$ cat src/rtl/cpu_pkg.sv
// ---------------------------------------------------------------------------
// cpu_pkg
// Shared pipeline definitions for the decode/execute boundary.
//   DATA_W      operand / immediate width
//   ADDR_W      register address width
//   ALUOP_W     ALU operation code width
//   ctrl_t      decode control bundle carried into EX
//   CTRL_BUBBLE control value of an inserted bubble (no side effects)
// ---------------------------------------------------------------------------
package cpu_pkg;

  localparam int DATA_W  = 32;
  localparam int ADDR_W  = 5;
  localparam int ALUOP_W = 2;

  typedef struct packed {
    logic               RegWrite;
    logic               MemRead;
    logic               MemWrite;
    logic               MemtoReg;
    logic               ALUSrc;
    logic [ALUOP_W-1:0] ALUOp;
  } ctrl_t;

  localparam ctrl_t CTRL_BUBBLE = '0;

endpackage

$ cat src/rtl/id_ex_stage_hazard_detect.sv
// ---------------------------------------------------------------------------
// hazard_detect
// Raw load-use hazard compare between the instruction sitting in EX and the
// instruction currently in decode. Purely combinational; flush/hold gating
// is applied by the caller.
//   ex_valid_i    EX holds a real instruction
//   ex_memread_i  EX instruction is a load
//   ex_rd_i       EX destination address
//   id_valid_i    decode holds a real instruction
//   id_rs_i       decode source 1 address
//   id_rt_i       decode source 2 address
//   id_uses_rt_i  decode instruction actually reads source 2
//   hazard_o      load-use hazard
// ---------------------------------------------------------------------------
module hazard_detect
  import cpu_pkg::*;
#(
  parameter int ADDR_W = cpu_pkg::ADDR_W
) (
  input  logic              ex_valid_i,
  input  logic              ex_memread_i,
  input  logic [ADDR_W-1:0] ex_rd_i,
  input  logic              id_valid_i,
  input  logic [ADDR_W-1:0] id_rs_i,
  input  logic [ADDR_W-1:0] id_rt_i,
  input  logic              id_uses_rt_i,
  output logic              hazard_o
);

  logic w_load_live;
  logic w_rs_match;
  logic w_rt_match;

  // A load into r0 never produces a value anyone waits for.
  assign w_load_live = ex_valid_i & ex_memread_i & (ex_rd_i != '0) & id_valid_i;
  assign w_rs_match  = (ex_rd_i == id_rs_i);
  // RT field of I-type instructions is a destination, so only count it when read.
  assign w_rt_match  = id_uses_rt_i & (ex_rd_i == id_rt_i);
  assign hazard_o    = w_load_live & (w_rs_match | w_rt_match);

endmodule

$ cat src/rtl/id_ex_stage.sv
// ---------------------------------------------------------------------------
// id_ex_stage
// ID/EX pipeline register with write-back bypass, load-use stall/bubble
// insertion, flush, hold and a saturating bubble counter.
//   clk_i, rst_i              clock / async active-high reset
//   valid_i, *addr_i, *data_i decode-stage instruction and register reads
//   *_i control               decode control bits
//   WB*_i                     write-back bus (also feeding the register file)
//   flush_i, hold_i           squash entering instruction / freeze EX
//   hazard_stall_o            freeze PC and IF/ID this cycle
//   *_o                       registered EX-stage instruction
//   bubble_cnt_o              load-use bubbles inserted (saturating)
// ---------------------------------------------------------------------------
module id_ex_stage
  import cpu_pkg::*;
#(
  parameter int DATA_W  = cpu_pkg::DATA_W,
  parameter int ADDR_W  = cpu_pkg::ADDR_W,
  parameter int ALUOP_W = cpu_pkg::ALUOP_W,
  parameter int CNT_W   = 16
) (
  input  logic               clk_i,
  input  logic               rst_i,
  input  logic               valid_i,
  input  logic [ADDR_W-1:0]  RSaddr_i,
  input  logic [ADDR_W-1:0]  RTaddr_i,
  input  logic               uses_rt_i,
  input  logic [ADDR_W-1:0]  RDaddr_i,
  input  logic [DATA_W-1:0]  RSdata_i,
  input  logic [DATA_W-1:0]  RTdata_i,
  input  logic [DATA_W-1:0]  imm_i,
  input  logic               RegWrite_i,
  input  logic               MemRead_i,
  input  logic               MemWrite_i,
  input  logic               MemtoReg_i,
  input  logic               ALUSrc_i,
  input  logic [ALUOP_W-1:0] ALUOp_i,
  input  logic [ADDR_W-1:0]  WBaddr_i,
  input  logic [DATA_W-1:0]  WBdata_i,
  input  logic               WBwrite_i,
  input  logic               flush_i,
  input  logic               hold_i,
  output logic               hazard_stall_o,
  output logic               valid_o,
  output logic [DATA_W-1:0]  RSdata_o,
  output logic [DATA_W-1:0]  RTdata_o,
  output logic [DATA_W-1:0]  imm_o,
  output logic [ADDR_W-1:0]  RSaddr_o,
  output logic [ADDR_W-1:0]  RTaddr_o,
  output logic [ADDR_W-1:0]  RDaddr_o,
  output logic               RegWrite_o,
  output logic               MemRead_o,
  output logic               MemWrite_o,
  output logic               MemtoReg_o,
  output logic               ALUSrc_o,
  output logic [ALUOP_W-1:0] ALUOp_o,
  output logic [CNT_W-1:0]   bubble_cnt_o
);

  logic              r_valid;
  ctrl_t             r_ctrl;
  logic [DATA_W-1:0] r_rs_data;
  logic [DATA_W-1:0] r_rt_data;
  logic [DATA_W-1:0] r_imm;
  logic [ADDR_W-1:0] r_rs_addr;
  logic [ADDR_W-1:0] r_rt_addr;
  logic [ADDR_W-1:0] r_rd_addr;
  logic [CNT_W-1:0]  r_bubble_cnt;

  logic              w_hazard;
  logic              w_stall;
  ctrl_t             w_ctrl_in;
  logic [DATA_W-1:0] w_rs_byp;
  logic [DATA_W-1:0] w_rt_byp;

  hazard_detect #(
    .ADDR_W (ADDR_W)
  ) u_hazard_detect (
    .ex_valid_i   (r_valid),
    .ex_memread_i (r_ctrl.MemRead),
    .ex_rd_i      (r_rd_addr),
    .id_valid_i   (valid_i),
    .id_rs_i      (RSaddr_i),
    .id_rt_i      (RTaddr_i),
    .id_uses_rt_i (uses_rt_i),
    .hazard_o     (w_hazard)
  );

  // Flush and hold both take precedence over the hazard, so upstream must not stall.
  assign w_stall        = w_hazard & ~flush_i & ~hold_i;
  assign hazard_stall_o = w_stall;

  assign w_ctrl_in = '{RegWrite: RegWrite_i, MemRead: MemRead_i, MemWrite: MemWrite_i,
                       MemtoReg: MemtoReg_i, ALUSrc: ALUSrc_i, ALUOp: ALUOp_i};

  // The register file writes on the same edge we capture, so its read port
  // still shows the old value; steer the write-back data in instead.
  always_comb begin
    w_rs_byp = RSdata_i;
    w_rt_byp = RTdata_i;
    if (RSaddr_i == '0)
      w_rs_byp = '0;
    else if (WBwrite_i && (WBaddr_i == RSaddr_i))
      w_rs_byp = WBdata_i;
    if (RTaddr_i == '0)
      w_rt_byp = '0;
    else if (WBwrite_i && (WBaddr_i == RTaddr_i))
      w_rt_byp = WBdata_i;
  end

  always_ff @(posedge clk_i or posedge rst_i) begin
    if (rst_i) begin
      r_valid      <= 1'b0;
      r_ctrl       <= CTRL_BUBBLE;
      r_rs_data    <= '0;
      r_rt_data    <= '0;
      r_imm        <= '0;
      r_rs_addr    <= '0;
      r_rt_addr    <= '0;
      r_rd_addr    <= '0;
      r_bubble_cnt <= '0;
    end else if (flush_i) begin
      r_valid <= 1'b0;
      r_ctrl  <= CTRL_BUBBLE;
    end else if (hold_i) begin
      r_valid <= r_valid;
    end else if (w_stall) begin
      r_valid <= 1'b0;
      r_ctrl  <= CTRL_BUBBLE;
      if (r_bubble_cnt != '1)
        r_bubble_cnt <= r_bubble_cnt + CNT_W'(1);
    end else begin
      r_valid   <= valid_i;
      r_ctrl    <= valid_i ? w_ctrl_in : CTRL_BUBBLE;
      r_rs_data <= w_rs_byp;
      r_rt_data <= w_rt_byp;
      r_imm     <= imm_i;
      r_rs_addr <= RSaddr_i;
      r_rt_addr <= RTaddr_i;
      r_rd_addr <= RDaddr_i;
    end
  end

  assign valid_o      = r_valid;
  assign RSdata_o     = r_rs_data;
  assign RTdata_o     = r_rt_data;
  assign imm_o        = r_imm;
  assign RSaddr_o     = r_rs_addr;
  assign RTaddr_o     = r_rt_addr;
  assign RDaddr_o     = r_rd_addr;
  assign RegWrite_o   = r_ctrl.RegWrite;
  assign MemRead_o    = r_ctrl.MemRead;
  assign MemWrite_o   = r_ctrl.MemWrite;
  assign MemtoReg_o   = r_ctrl.MemtoReg;
  assign ALUSrc_o     = r_ctrl.ALUSrc;
  assign ALUOp_o      = r_ctrl.ALUOp;
  assign bubble_cnt_o = r_bubble_cnt;

endmodule
$ cat config.mk
export PLATFORM = sky130hd
export DESIGN_NAME = id_ex_stage
export DESIGN_NICKNAME = d
export VERILOG_FILES = /design/src/rtl/cpu_pkg.sv /design/src/rtl/id_ex_stage_hazard_detect.sv /design/src/rtl/id_ex_stage.sv
export SDC_FILE = /design/constraint.sdc
export NUM_CORES = 1
export LEC_CHECK = 0
export CAP_MARGIN = 20
export CORE_AREA = 2 2 117 119
export CTS_CLUSTER_DIAMETER = 120
export CTS_CLUSTER_SIZE = 25
export DETAILED_ROUTE_END_ITERATION = 7
export DIE_AREA = 0 0 119 121
export DONT_BUFFER_PORTS = 1
export PLACE_DENSITY = 0.7
export SLEW_MARGIN = 20
export SYNTH_ARGS = -nofsm -noshare
export SYNTH_HDL_FRONTEND = slang
export SYNTH_SLANG_ARGS = --single-unit
$ cat constraint.sdc
create_clock -name clk_i -period 6.9 [get_ports clk_i]
set_input_delay 0.345 -clock clk_i [delete_from_list [all_inputs] [get_ports clk_i]]
set_output_delay 0.345 -clock clk_i [all_outputs]
set_load 0.01 [all_outputs]
==> run summary, run 1 <==
The flow ran to the end, and the final reports show no timing, DRC or antenna violations. The critical path in this run is classified as flip-flop to flip-flop. STA classifies the critical path endpoint as a flip-flop.

The number of nets in the synthesized netlist was 680. The number of hold violations in the final report came out at 0. Once layout is done, the placed cells without fillers occupy 6860 µm².

The slowest stage of the critical path belongs to the cell buf_4. Commonest non-fill, non-tap cell in the layout: dfrtp_1. In this run the worst path has a maximum fanout of 91. The logs give 666 for the net count of the finished layout and 14,400 µm² for the total die area. Area after detailed placement: 6290 µm². The number of DRC violations after detailed-routing iteration 0 came out at 268. The endpoint required time on the critical path is 7180 ps. Entering global routing, the biggest net connects 92 pins. The tools report the worst min-delay path startpoint as RSaddr_i[2].

The post-layout total power was 0.00202 W; the number of placed I/O pins was 298. Synthesis inferred 135 register bits. The smallest clock period supported by the final layout is computed as 3330 ps. Counting flops with a built-in enable in the synthesized netlist gives 0. The logs give 0 for the number of antenna violations at the first check in global routing and 4 for the first-pass iteration count of the detailed router. Power spread over the standard cell area amounts to 294 nW/µm².

For this run, the number of standard cells in the final layout without fillers is 692. The cell total after placement came out at 659. In this run, distinct cell masters in the synthesized netlist total 37. The total standard cell area after synthesis was 6220 µm²; the share of post-route cells with drive strength above 1 was 0.147.

The sequential-to-total area share from yosys stat is 0.543. The run gives 4,059 as the total number of vias. The worst setup path is launched from a flip-flop.

Clock tree synthesis inserted a total of 17 buffers. Using the TritonRoute via totals, the vias-per-cell ratio works out to 5.87. The clock reaches the later pin of the worst-skew pair after 410 ps. In this run the clock root is driven by a clkbuf_16. The hold path depth is 1. The worst register-to-register path has a setup slack of 3570 ps. Setup repair after global routing left no endpoint under its margin. The area share of the largest cell type after synthesis works out to 0.543. The maximum clock frequency was 300 MHz.

Sorting the synthesized cells by area gives the leading types as dfrtp_1 (54%), mux2i_1 (10%), o31ai_1 (7.7%). The largest total area in the synthesized netlist belongs to dfrtp_1. The logs give 1,115 for the count of fill cells added during filler insertion and 0.164 mV for the maximum vdd ir drop.

The clock arrives with 5.77 ps of skew. The width of the die is 119 µm, and the depth of the CTS H-tree is 4. Input and output buffers added on the ports amount to 0. The endpoint identified for the worst register-to-register timing path is imm_o[30]$_DFFE_PP0P_.

The count of nets left with antenna violations once routing finished came out at 0. Counting every instance in the synthesized netlist gives 517. The slew at the pin closest to its max-slew limit is 1100 ps, and the normalized max-slew margin is 0.269. The tools report the effective utilization at floorplan as 0.476.

Summed negative setup slack over all endpoints: 0 ps. The die is 121 µm tall. The path depth of the worst reg2reg path was 6.

For this run, design rule violations remaining after detail routing come to 0. The tools report the final weighted congestion of routability-driven global placement as 0.855. In the layout the commonest cells are dfrtp_1 (135), nand2_1 (71), mux2i_1 (64), o31ai_1 (64), mux2_2 (31). The share of the clock period used by the worst path after layout was 0.482; the number of sinks on the clock net was 135. The tools report the number of global-route vias before repair as 4,411. The average footprint of a synthesized cell was 12.0 µm². The final core utilization came out at 0.524. The analysis attributes to cell leakage a power of 2.88 nW. For hold timing, the worst endpoint is RSaddr_o[2]$_DFFE_PP0P_. For the global-route wire length before repair, the log shows 24,700 µm. For the worst setup path, the data arrival time is 3610 ps.

In this design, the stage delay of the slowest critical-path cell is 810 ps. Relative to the synthesized area, the layout overhead comes to 10.2%. The final HPWL from detailed placement is 11,500 µm.

The Yosys step of the flow raised 0 warnings. The region available for standard cell placement spans 13,100 µm². The run gives 0.224 as the total routing resource utilization after global routing. The run gives 0 as the number of violations of the max-capacitance limit. The number of setup violations in the final report was 0.

The count of antenna diodes in the layout is 0. The proportion of synthesized flip-flops having asynchronous set or reset works out to 1.00. After global routing the overflow that remains totals 0.

Cell row count: 42. TritonCTS built the clock tree. Walking the worst path, the cells encountered are xnor2_1 -> nand4_1 -> o22ai_1 -> a211o_4 -> buf_4 -> mux2_1. The detailed-route wire length per cell works out to 22.9 µm.

The tools report the maximum number of buffers from clock root to sink as 2. Top flip-flop cell by instance count after synthesis: dfrtp_1. The tools report the number of pins exceeding their max-slew limit in the final report as 0. The path class of the lowest-slack min-delay path is input port to flip-flop. Wires add up to 15,900 µm.

The clock edge transition at the registers on the reported setup and hold paths is 60 ps. The worst register-to-register path begins at RDaddr_o[1]$_DFFE_PP0P_.
## kinds of logic after synthesis
| family | Yosys count | synth area share |
|---|---|---|
| flip-flops | 135 | 0.543 |
| AND/OR/NAND/NOR | 118 | 0.0879 |
| multiplexers | 112 | 0.191 |
| AO/OA/AOI/OAI | 77 | 0.0943 |
| buffers and inverters | 40 | 0.0342 |
| XOR/XNOR | 34 | 0.0478 |
| adder cells (fa/ha/maj) | 1 | 0.00201 |
## state kept, by name, summed over array words and instances (netlist names), 2 cells and up
register,count
ALUOp_o,2
RDaddr_o,5
RSaddr_o,5
RSdata_o,32
RTaddr_o,5
RTdata_o,32
bubble_cnt_o,16
imm_o,32
## how the worst max path moves through the flow
stage                                  from  slack, ps                       to
global placement    RDaddr_o[1]$_DFFE_PP0P_       3740  RSaddr_o[2]$_DFFE_PP0P_
detailed placement  RDaddr_o[1]$_DFFE_PP0P_       3600    imm_o[30]$_DFFE_PP0P_
global route        RDaddr_o[1]$_DFFE_PP0P_       3310  RTaddr_o[3]$_DFFE_PP0P_
finish              RDaddr_o[1]$_DFFE_PP0P_       3570    imm_o[30]$_DFFE_PP0P_
floorplan                             rst_i       2940   ALUOp_o[0]$_DFFE_PP0P_
CTS                 RDaddr_o[1]$_DFFE_PP0P_       3610    imm_o[30]$_DFFE_PP0P_
## cell usage after synthesis, types with 4 or more instances
master and number:
mux2_2 31, a22o_1 7, nand2_1 71, clkbuf_1 8, nor3_1 7, dfrtp_1 135
nand4_1 5, mux2_1 15, nor2_1 8, xnor2_1 14, and3_1 4, xor2_1 20
buf_4 4, buf_2 20, nand3_1 8, o31ai_1 64, mux2i_1 64
## power breakdown
group | switching (W) | internal (W)
Clock | 0.000341 | 0.000497
Combinational | 0.0000873 | 0.0000834
Sequential | 0.000124 | 0.000885
## worst max-delay path: cells and delay by family, from the launching register on
kind | cells | cell delay, ps
AOI/OAI and AO/OA | 2 | 1080
buffers and inverters | 1 | 810
and+or+nand+nor | 1 | 120
DFF | 1 | 480
xor gates and xnor gates | 1 | 240
muxes | 1 | 390
## per-stage QoR
stage | worst slack [ps] | hold WS, ps
after global routing | 3310 | 44.5
after CTS | 3610 | 42.1
after global placement | 3740 | 319
final | 3570 | 65.4
after floorplan | 2940 | 477
after detailed placement | 3600 | 324
## final cells by class
| type | instances | area, µm² | share of cell area |
|---|---|---|---|
| clock buffer | 18 | 429 | 0.0626 |
| clock inverter | 14 | 128 | 0.0186 |
| sequential | 135 | 3380 | 0.493 |
| timing repair buffer | 4 | 32.5 | 0.00474 |
| multi-input combinational | 342 | 2650 | 0.387 |
| tap | 176 | 220 | 0.0321 |
| inverter | 3 | 16.3 | 0.00237 |
## what timing repair did
action	in CTS	in global routing
resized for setup	0	0
endpoints found under the setup margin	0	0
endpoints found under the hold margin	68	0
hold buffers	1	0
setup buffers	0	0
## per-layer routing
metal	global-route usage	routed length [µm]	vias up
met4	0.0997	434	0
li1	-	-	1830
met5	0	0	-
met1	0.245	5730	1959
met3	0.111	1940	27
met2	0.369	7750	243
No activity file was read; power rests on OpenSTA's default activity.
==> run 2, diff against run 1 <==
clock period = 3.1 ns   (was 6.9 ns; I/O delays follow)
==> run 2 against run 1 <==
  * The flow now finishes with violations (hold timing)
  * Non-clock buffer count increased by 139
  * Highest routed layer unchanged
  * Sequential cell count unchanged
  * Count of clock-buffer cells in the layout increased by 5
==> run summary, run 2 (same netlist as run 1, synthesis figures left out) <==
The run finished, with violations left. The H-tree was split into 4 levels. The count of input and output buffers was 0. Maximum fanout along the worst path: 36. The path class of the tightest hold or removal check is input port to flip-flop. The die span in y came out at 121 µm. For the total die area, the log shows 14,400 µm². The startpoint of the most critical setup path was RDaddr_o[4]$_DFFE_PP0P_. The vias per cell works out to 5.70.

For the number of remaining DRC errors, the log shows 0. The library cells used most frequently in the layout, excluding fill and tap cells, are dfrtp_1 (135), dlygate4sd3_1 (131), nand2_1 (71). The worst min-delay path startpoint was RSdata_i[26]. The logs give 830 for the number of cells in the finished layout apart from fillers and 0 for the number of setup violations in the final report. After routing the design area is 8320 µm².

The critical path is of the flip-flop to flip-flop type. For the worst setup path, the data required time is 3350 ps. The maximum clock frequency was 407 MHz; the count of antenna diodes in the layout was 0. The tools report the cell row count as 42.

The first global-routing pass estimated 28,100 µm of wire. Cell chosen for the clock root: clkbuf_16. The first TritonRoute pass finished after 5 iterations. In this run the critical register-to-register path is launched from RDaddr_o[4]$_DFFE_PP0P_. The logs give -11.8 ps for the final hold slack and 0.465 for the portion of total power attributed to sequential cells. The share of total power in the clock network is 0.423. Number of global-route vias before repair: 5,277. The share of the clock period used by the worst path after layout came out at 0.793. Data on the critical path arrives at its endpoint at 2710 ps.

For this design, the sink count on the clock tree is 135. For the effective utilization at floorplan, the log shows 0.476. The congestion estimate from routability-driven global placement came to 0.877.

The combinational share of power is 0.112, and the width of the die is 119 µm. The run gives 0.636 as the final core utilization. After the last flow step, the layout net total stands at 805.

The number of hold violations in the final report is 2. The clock passes through at most 2 buffers. The checks that failed: hold timing. OpenSTA, run right after detailed placement, puts the worst setup slack at 729 ps. Clock latency on the worst-skew pair, taken at its later pin, is 410 ps. The startpoint type of the worst setup path is a flip-flop. In this run the static leakage power is 3.51 nW.

Between clock sinks in the finished design, the worst skew comes to 4.94 ps. For this run, the slowest stage of the critical path takes 490 ps. The detailed-route wire length per cell is 21.5 µm.

Across all setup checks in the final design, the least slack found is 642 ps. Buffers inserted to repair hold after CTS numbered 130. The cell internal power dissipation was 0.00362 W; the number of pins exceeding their max-slew limit in the final report was 0. The normalized max-slew margin was 0.293. The final HPWL from detailed placement is 11,400 µm, and the net switching power of the design is 0.00123 W. The residual antenna-violating net count after detailed routing was 0; the net switching share of the total power was 0.253. The critical path goes through xnor2_1 -> nand3_1 -> o22ai_1 -> a211o_4 -> buf_12 -> buf_4 -> o31ai_1. In this run, the number of DRC markers left after iteration 0 of detailed routing was 355. From synthesis to final layout, the design area changed by 33.7%. In this run, post-CTS repair resized a total of 0 instances. The run gives 0 as the number of violations of the max-capacitance limit. Leaving out fill and tap cells, the most frequent cell in the layout is dfrtp_1. The number of setup buffers added after CTS is 0. The number of clock buffers added by TritonCTS is 17. Number of antenna violations at the first check in global routing: 0. The number of placed I/O pins was 298. Counting tap cells, the placed design contains a total of 668 instances. STA classifies the critical path endpoint as a flip-flop. TritonCTS built the clock tree.

The total routing resource utilization after global routing came out at 0.251. The share of post-route cells with drive strength above 1 was 0.127. The wire length reported by the detailed router was 17,900 µm. The largest individual stage delay along the critical path comes from the cell dfrtp_1.

Power spread over the standard cell area amounts to 583 nW/µm². The run gives 13,100 µm² as the total core area. The maximum vdd ir drop was 0.430 mV; the final critical delay including setup and external delays was 2460 ps. The total overflow reported by the global router came out at 0. Area after detailed placement: 6400 µm². The total number of vias is 4,728, and the clock edge transition at the registers on the reported setup and hold paths is 60 ps. Entering global routing, the biggest net connects 75 pins. Summed over all failing endpoints, the final setup total negative slack is 0 ps. Setup repair after global routing left no endpoint under its margin. At the pin with the least slew margin, the transition time is 1060 ps.
[run 2: metal layers]
metal,vias to the layer above,global-route usage,part of all wire,routed length [µm]
li1,2104,-,-,-
met1,2305,0.278,0.37,6520
met2,278,0.435,0.51,9180
met3,41,0.0879,0.093,1660
met4,0,0.118,0.028,491
met5,-,0,0,0
[run 2: critical path: cells and delay by family, from the launching register on]
family                 cells  cell delay [ps]
AO/OA/AOI/OAI              3              900
XOR/XNOR                   1              220
buffers and inverters      2              570
flip-flops                 1              490
AND/OR/NAND/NOR            1              110
[run 2: metrics by stage]
step	hold WS, ps	total power (W)
6_report	-11.8	0.00485
2_1_floorplan	287	0.00254
5_1_grt	5.51	0.00506
4_1_cts	0.144	0.00488
3_5_place_dp	158	0.00268
3_3_place_gp	144	0.00265
[run 2: layout make-up]
| class | count | area [µm²] |
|---|---|---|
| flip-flops and latches | 135 | 3380 |
| repair buffers | 143 | 1450 |
| clock inverters | 8 | 120 |
| multi-input cells | 342 | 2650 |
| clock buffers | 23 | 488 |
| fillers | 967 | 4760 |
| inverters | 3 | 15.0 |
| well taps | 176 | 220 |
[run 2: power groups by stage]
stage	Combinational, W	Clock, W	Sequential (W)
CTS	0.000532	0.00209	0.00225
finish	0.000543	0.00205	0.00225
floorplan	0.000328	0	0.00221
global route	0.000600	0.00218	0.00228
detailed placement	0.000398	0	0.00228
global placement	0.000376	0	0.00227
[run 2: worst paths after layout]
check / to / slack (ps) / cells past startpoint
setup / recovery: RTdata_o[26]$_DFFE_PP0P_ / 640 / 7
hold / removal: RSdata_o[26]$_DFFE_PP0P_ / -10 / 2
setup reg to reg: RTdata_o[26]$_DFFE_PP0P_ / 640 / 7
hold reg to reg: RTdata_o[15]$_DFFE_PP0P_ / 550 / 2
max in group asynchronous: RSdata_o[7]$_DFFE_PP0P_ / 1970 / 3
min in group asynchronous: ALUOp_o[1]$_DFFE_PP0P_ / 340 / 2
